<file path="src/rtl/bcd_4_digit_pkg.sv">
// -----------------------------------------------------------------------------
// bcd_4_digit_pkg
// Shared definitions for the 4-digit binary-to-BCD converter.
//   state_t    : converter FSM states (LOAD, SHIFT, DONE)
//   MAX_VAL    : largest value representable in four BCD digits
//   BLANK_CODE : nibble driven on overflow when BCD_OVERFLOW_BLANK_EN is defined
//   SAT_CODE   : nibble driven on overflow otherwise (all digits read 9)
// -----------------------------------------------------------------------------
package bcd_4_digit_pkg;

   typedef enum logic [1:0] {
      LOAD  = 2'd0,
      SHIFT = 2'd1,
      DONE  = 2'd2
   } state_t;

   localparam int unsigned MAX_VAL    = 9999;
   localparam logic [3:0]  BLANK_CODE = 4'hF;
   localparam logic [3:0]  SAT_CODE   = 4'd9;

endpackage

</file>
<file path="src/rtl/bcd_add3.sv">
// -----------------------------------------------------------------------------
// bcd_add3
// Double-dabble nibble correction: adds 3 when the nibble is 5 or more, so the
// following left shift carries correctly into the next decimal digit.
// Ports:
//   i_nib : input  4  BCD nibble before correction
//   o_nib : output 4  corrected nibble
// -----------------------------------------------------------------------------
module bcd_add3 (
   input  logic [3:0] i_nib,
   output logic [3:0] o_nib
);

   assign o_nib = (i_nib >= 4'd5) ? (i_nib + 4'd3) : i_nib;

endmodule

</file>
<file path="src/rtl/bcd_4_digit.sv">
// -----------------------------------------------------------------------------
// bcd_4_digit
// Free-running sequential binary-to-BCD converter (shift-add-3). Each period
// is LOAD (1 cycle) -> SHIFT (VALUE_W cycles) -> DONE (1 cycle), i.e.
// VALUE_W+2 cycles. The four digit outputs are registered and all update
// together in DONE, holding steady for the rest of the period.
// Values above 9999 saturate to 9999, or, when the macro
// BCD_OVERFLOW_BLANK_EN is defined, drive the blank code 4'hF on every digit.
// Parameters:
//   VALUE_W : binary input width, 11..14 (default 14)
// Ports:
//   clk   : input  1        clock, rising edge
//   rst   : input  1        asynchronous active-high reset
//   value : input  VALUE_W  unsigned binary value to convert
//   A     : output 4        thousands digit
//   B     : output 4        hundreds digit
//   C     : output 4        tens digit
//   D     : output 4        units digit
// -----------------------------------------------------------------------------
module bcd_4_digit
   import bcd_4_digit_pkg::*;
#(
   parameter int VALUE_W = 14
) (
   input  logic               clk,
   input  logic               rst,
   input  logic [VALUE_W-1:0] value,
   output logic [3:0]         A,
   output logic [3:0]         B,
   output logic [3:0]         C,
   output logic [3:0]         D
);

   localparam int CNT_W = $clog2(VALUE_W);

`ifdef BCD_OVERFLOW_BLANK_EN
   localparam logic [3:0] OVF_NIB = BLANK_CODE;
`else
   localparam logic [3:0] OVF_NIB = SAT_CODE;
`endif

   state_t             r_state;
   logic [VALUE_W-1:0] r_bin;
   logic [15:0]        r_acc;
   logic [CNT_W-1:0]   r_cnt;
   logic               r_ovf;
   logic [15:0]        r_dig;
   logic [15:0]        w_corr;

   // Correct every nibble of the accumulator before the shift.
   for (genvar g = 0; g < 4; g++) begin : g_add3
      bcd_add3 u_add3 (
         .i_nib (r_acc[4*g +: 4]),
         .o_nib (w_corr[4*g +: 4])
      );
   end

   always_ff @(posedge clk or posedge rst) begin
      if (rst) begin
         r_state <= LOAD;
         r_bin   <= '0;
         r_acc   <= '0;
         r_cnt   <= '0;
         r_ovf   <= 1'b0;
         r_dig   <= '0;
      end else begin
         case (r_state)
            LOAD: begin
               // The sampled copy isolates the conversion from later input changes.
               r_bin   <= value;
               r_acc   <= '0;
               r_ovf   <= (32'(value) > MAX_VAL);
               r_cnt   <= '0;
               r_state <= SHIFT;
            end
            SHIFT: begin
               r_acc <= {w_corr[14:0], r_bin[VALUE_W-1]};
               r_bin <= r_bin << 1;
               r_cnt <= r_cnt + 1'b1;
               if (r_cnt == CNT_W'(VALUE_W - 1)) begin
                  r_state <= DONE;
               end
            end
            DONE: begin
               // Thousands nibble may be corrupt for values above 9999; the
               // overflow flag overrides it.
               r_dig   <= r_ovf ? {4{OVF_NIB}} : r_acc;
               r_state <= LOAD;
            end
            default: begin
               r_state <= LOAD;
            end
         endcase
      end
   end

   assign A = r_dig[15:12];
   assign B = r_dig[11:8];
   assign C = r_dig[7:4];
   assign D = r_dig[3:0];

endmodule

</file>
<file path="config.mk">
export PLATFORM = sky130hd
export DESIGN_NAME = bcd_4_digit
export DESIGN_NICKNAME = d
export VERILOG_FILES = /design/src/rtl/bcd_4_digit_pkg.sv /design/src/rtl/bcd_add3.sv /design/src/rtl/bcd_4_digit.sv
export SDC_FILE = /design/constraint.sdc
export NUM_CORES = 1
export LEC_CHECK = 0
export BUFFER_PORTS_ARGS = -buffer_cell sky130_fd_sc_hd__buf_2
export CORE_MARGIN = 4
export CORE_UTILIZATION = 55
export CTS_CLUSTER_SIZE = 30
export DETAILED_ROUTE_END_ITERATION = 7
export PLACE_DENSITY_LB_ADDON = 0.15
export SLEW_MARGIN = 5
export SYNTH_ARGS = -nofsm -noshare
export SYNTH_HDL_FRONTEND = slang
export SYNTH_HIERARCHICAL = 1
export SYNTH_SLANG_ARGS = --single-unit
</file>
<file path="constraint.sdc">
create_clock -name clk -period 2.18 [get_ports clk]
set_input_delay 0.654 -clock clk [delete_from_list [all_inputs] [get_ports clk]]
set_output_delay 0.654 -clock clk [all_outputs]
set_load 0.05 [all_outputs]
</file>
== Yosys cells after proc, flatten, opt, wreduce, memory -nomap -nowiden ==
Cells that the tools add are included.

* Bits in registers: 53
* Bits in latches: 0
* Bits in writable memories: 0
* Memory bits (read-only): 0
* Input port bits: 16
* Logic and storage cells: 32
* Memories kept: 0

* Add/sub/neg operators: 5
* Multiply operators: 0
* Div/mod/pow operators: 0
* Magnitude comparators: 5
* Equality and inequality tests: 4
* Shift-type cells: 0
* Muxes and demuxes: 10
* Bitwise operators: 0
* Reduce and logical (&&, ||, !) cells: 2

{| class="wikitable"
|+ Operators by type and width
! cell !! number
|-
| one-hot mux 16 bit (2 select lines) || 1
|-
| one-hot mux 14 bit (2 select lines) || 1
|-
| greater-or-equal comparator 4 x 3 -> 1 bit (second input constant) || 4
|-
| 2-to-1 mux 16 bit || 1
|-
| greater-than comparator 14 bit (second input constant) || 1
|-
| adder 4 x 2 -> 4 bit (second input constant) || 3
|-
| 2-to-1 mux 4 bit || 3
|-
| one-hot mux 4 bit (2 select lines) || 1
|-
| adder 4 x 1 -> 4 bit (second input constant) || 1
|-
| equality test 4 bit (second input constant) || 1
|-
| one-hot mux 2 bit (2 select lines) || 1
|-
| adder 3 x 2 -> 3 bit (second input constant) || 1
|-
| 2-to-1 mux 3 bit || 1
|-
| equality test 2 x 1 -> 1 bit (second input constant) || 1
|-
| equality test 2 bit (second input constant) || 1
|-
| logical NOT 2 bit || 1
|-
| 2-to-1 mux 2 bit || 1
|-
| != test 2 bit (second input constant) || 1
|-
| nonzero test 2 bit || 1
|}

== Depth between registers and ports, before layout ==
* Word-level depth: 3
* Mapped depth: 7
* Depth with buffers taken out: 7

== Hierarchy ==
Netlist, hierarchy kept.

{| class="wikitable"
|+ By module, submodules not included
! module !! times used !! cells each !! area each (um^2) !! sequential area each (um^2)
|-
| bcd_4_digit || 1 || 226 || 2280.9 || 1326.3
|-
| bcd_add3 || 4 || 16 || 101.3 || 0.0
|}

== Worst setup path before layout ==
No wires, ideal clock.

* Path type: input -> register
* Start point: input port value[7]
* End point: register r_ovf
* Arrival time: 1320 ps
* Required time: 2052 ps
* Slack: 732 ps
* Cell stages on the path: 3
* Buffers on the path: 0
* Cells stage by stage: or4_1 -> nand4_1 -> a31oi_1

* Word-level cells in the longest chain between the ends: 1

{| class="wikitable"
|+ RTL lines
! element !! RTL line !! RTL
|-
| start: declaration || bcd_4_digit.sv:27 || <nowiki>input logic [VALUE_W-1:0] value,</nowiki>
|-
| greater-than comparator 14 bit || bcd_4_digit.sv:72 || <nowiki>r_ovf <= (32'(value) > MAX_VAL);</nowiki>
|-
| end signal: assignment || bcd_4_digit.sv:72 ||
|-
| end: declaration || bcd_4_digit.sv:46 || <nowiki>logic r_ovf;</nowiki>
|}

Every way passes these cells.
A chain may end at the register's enable or synchronous reset.

== Final worst setup path ==
* Start point: register r_dig[5]
* End point: output port C[1]

{| class="wikitable"
|+ RTL lines
! element !! RTL line !! RTL
|-
| start: declaration || bcd_4_digit.sv:47 || <nowiki>logic [15:0] r_dig;</nowiki>
|-
| start signal: assignment || bcd_4_digit.sv:87 || <nowiki>r_dig <= r_ovf ? {4{OVF_NIB}} : r_acc;</nowiki>
|-
| end: declaration || bcd_4_digit.sv:30 || <nowiki>output logic [3:0] C,</nowiki>
|}

No word-level cell between the ends.

==> results.md <==
- Fin crit share: between 70% and 80%
- First-pass GRT wire length: 8370 µm
- Post-route DRC: 0
- Status: completed
- Worst r2r dst: r_acc[6]
- Fin Setup TNS: 0 ns
- Clk slew on worst S/H paths: 0.09 ns
- CP max-delay cell: dfrtp_1
- Std-Cell Core Area: roughly 4700 µm²
- Routability cong.: 0.780
- Slew Viols, Final: 0
- Nets: 340
- Final Non-Filler Cells: between 300 and 400
- Worst-margin pin slew: roughly 0.57 ns
- Initial antenna violation count: 0
- Worst Setup End Kind: primary output
- Die area: around 6000 µm²
- Remaining antenna violation count: 0
- Buf/Inv on CP: 1
- Worst Skew: around 0.0034 ns
- IO Port Bufs: 31
- Placed Cells incl. Taps: around 370
- Drt first pass iters: 4
- Die height: between 70 and 80 µm
- Unrepaired setup endpoints after global routing: false
- Hold WS: between 0.2 and 0.3 ns
- Pwr/cell area: around 760 nW/µm²
- Synth Instances: approximately 290
- Sink Count: 53
- Initial Utilization: a little under three fifths
- Final setup vio count: 0
- Largest delay share family, worst path: flip-flops
- Buffer count from post-CTS setup fixing: 0
- YS warnings: 6
- Reg2Reg Depth: 6
- R2r startpoint: r_acc[4]
- Hold Path Class: primary input to async pin
- Final Critical Period: between 1.5 and 2 ns
- CTS max path bufs: 2
- H-tree depth: 2
- CP Max Fanout: 2
- Cell Area, Synth: about 2700 µm²
- R2r setup slk: 0.64 ns
- IO Count: 32
- CP max stage delay: 0.36 ns
- Routed WL: between 4000 and 5000 µm
- Post-CTS Hold Fix Bufs: 0
- Cell chain of the critical path: buf_2
- Arrival time worst endpoint: slightly above 0.9 ns
- Syn Area/Cell: 9.32 µm²
- Critical path class: flip-flop to primary output
- Number of global-route vias before repair: 1,886
- Tot GR Track Use: between 10% and 20%
- Number of diodes: 0
- CP required: around 1.5 ns
- Maxcap violations: 0
- Worst setup margin: 0.608 ns
- Dpl hpwl: around 3300 µm
- Via count: about 1,900
- # rows: 25
- Max IR drop VDD: around 0.4 mV
- Clk root buf: clkbuf_8
- Vias/cell: approximately 5
- Post-cts sizing count: 0
- Area grow syn2layout: 11.5%
- Critical Path Start Type: flip-flop
- Rel. slew slack: roughly 62%
- CTS tree: done
- DIE WIDTH: between 70 and 80 µm
- Hold Violations, Final: 0
- TritonCTS Buffers: 5
- Clk Latency, worst-skew pair: about 0.30 ns
- Leak pwr: about 1.5 nW
- Layout cells sized above 1: between 10% and 20%
- Max Clk Rate: between 600 and 700 MHz
- Largest net degree at the start of global routing: 36
- Post-Syn Nets: 312
- GR Overflow Total: 0
- Filler Cell Count: approximately 420
- WL/cell: about 12 µm
- Post-place setup slack: slightly below 0.6 ns
- 1st-iter DRT viols: 90
## power by group
group	switching (mW)	internal, mW
logic	0.425	0.119
clock network	0.306	0.288
registers	0.0525	1.09
## cell type report
| type | count | area, µm² | area share, % |
|---|---|---|---|
| multi-input combinational | 208 | 1210 | 40.6 |
| clock buffer | 7 | 96.3 | 3.24 |
| clock inverter | 1 | 5.00 | 0.168 |
| sequential | 53 | 1330 | 44.6 |
| timing repair buffer | 36 | 218 | 7.32 |
| tap | 67 | 83.8 | 2.82 |
| inverter | 10 | 37.5 | 1.26 |
## worst max-delay path by stage
| stage | startpoint | endpoint | depth (start not counted) |
|---|---|---|---|
| 2_1_floorplan | rst | r_acc[0] | 1 |
| 3_3_place_gp | value[7] | r_ovf | 4 |
| 3_5_place_dp | value[7] | r_ovf | 4 |
| 4_1_cts | r_dig[2] | D[2] | 1 |
| 5_1_grt | r_acc[5] | r_acc[6] | 7 |
| 6_report | r_dig[5] | C[1] | 1 |
## per-stage QoR
step | util, % | power [mW] | instance area, µm²
2_1_floorplan | - | 1.57 | 2670
6_report | 63.0 | 2.27 | 2970
5_1_grt | 63.0 | 2.40 | 2970
3_3_place_gp | 60.8 | 1.70 | 2870
3_5_place_dp | 60.8 | 1.71 | 2870
4_1_cts | 63.0 | 2.31 | 2970
## per-layer routing
metal / vias up / wire length [µm] / global-route usage (%)
met5: - / 0 / 0
met4: 0 / 27 / 4.63
met3: 2 / 180 / 3.71
met2: 30 / 2110 / 27.7
met1: 878 / 2270 / 22.9
li1: 996 / - / -
## state kept, by name (all words and copies together) (netlist names)
signal	count
r_bin	14
r_ovf	1
r_acc	16
r_cnt	4
r_dig	16
r_state	2
## cells in the final DEF (no fill, tap or decap), drive strengths merged
| cell type | instances |
|---|---|
| a21oi | 4 |
| a22o | 6 |
| a31oi | 1 |
| buf | 36 |
| clkbuf | 7 |
| clkinv | 1 |
| dfrtp | 53 |
| ha | 10 |
| inv | 10 |
| mux2 | 2 |
| mux2i | 18 |
| nand2 | 72 |
| nand2b | 18 |
| nand3 | 1 |
| nand4 | 2 |
| nor2 | 17 |
| nor2b | 2 |
| o21ai | 50 |
| or4 | 1 |
| xnor2 | 4 |
(Power assumes the default switching activity.)
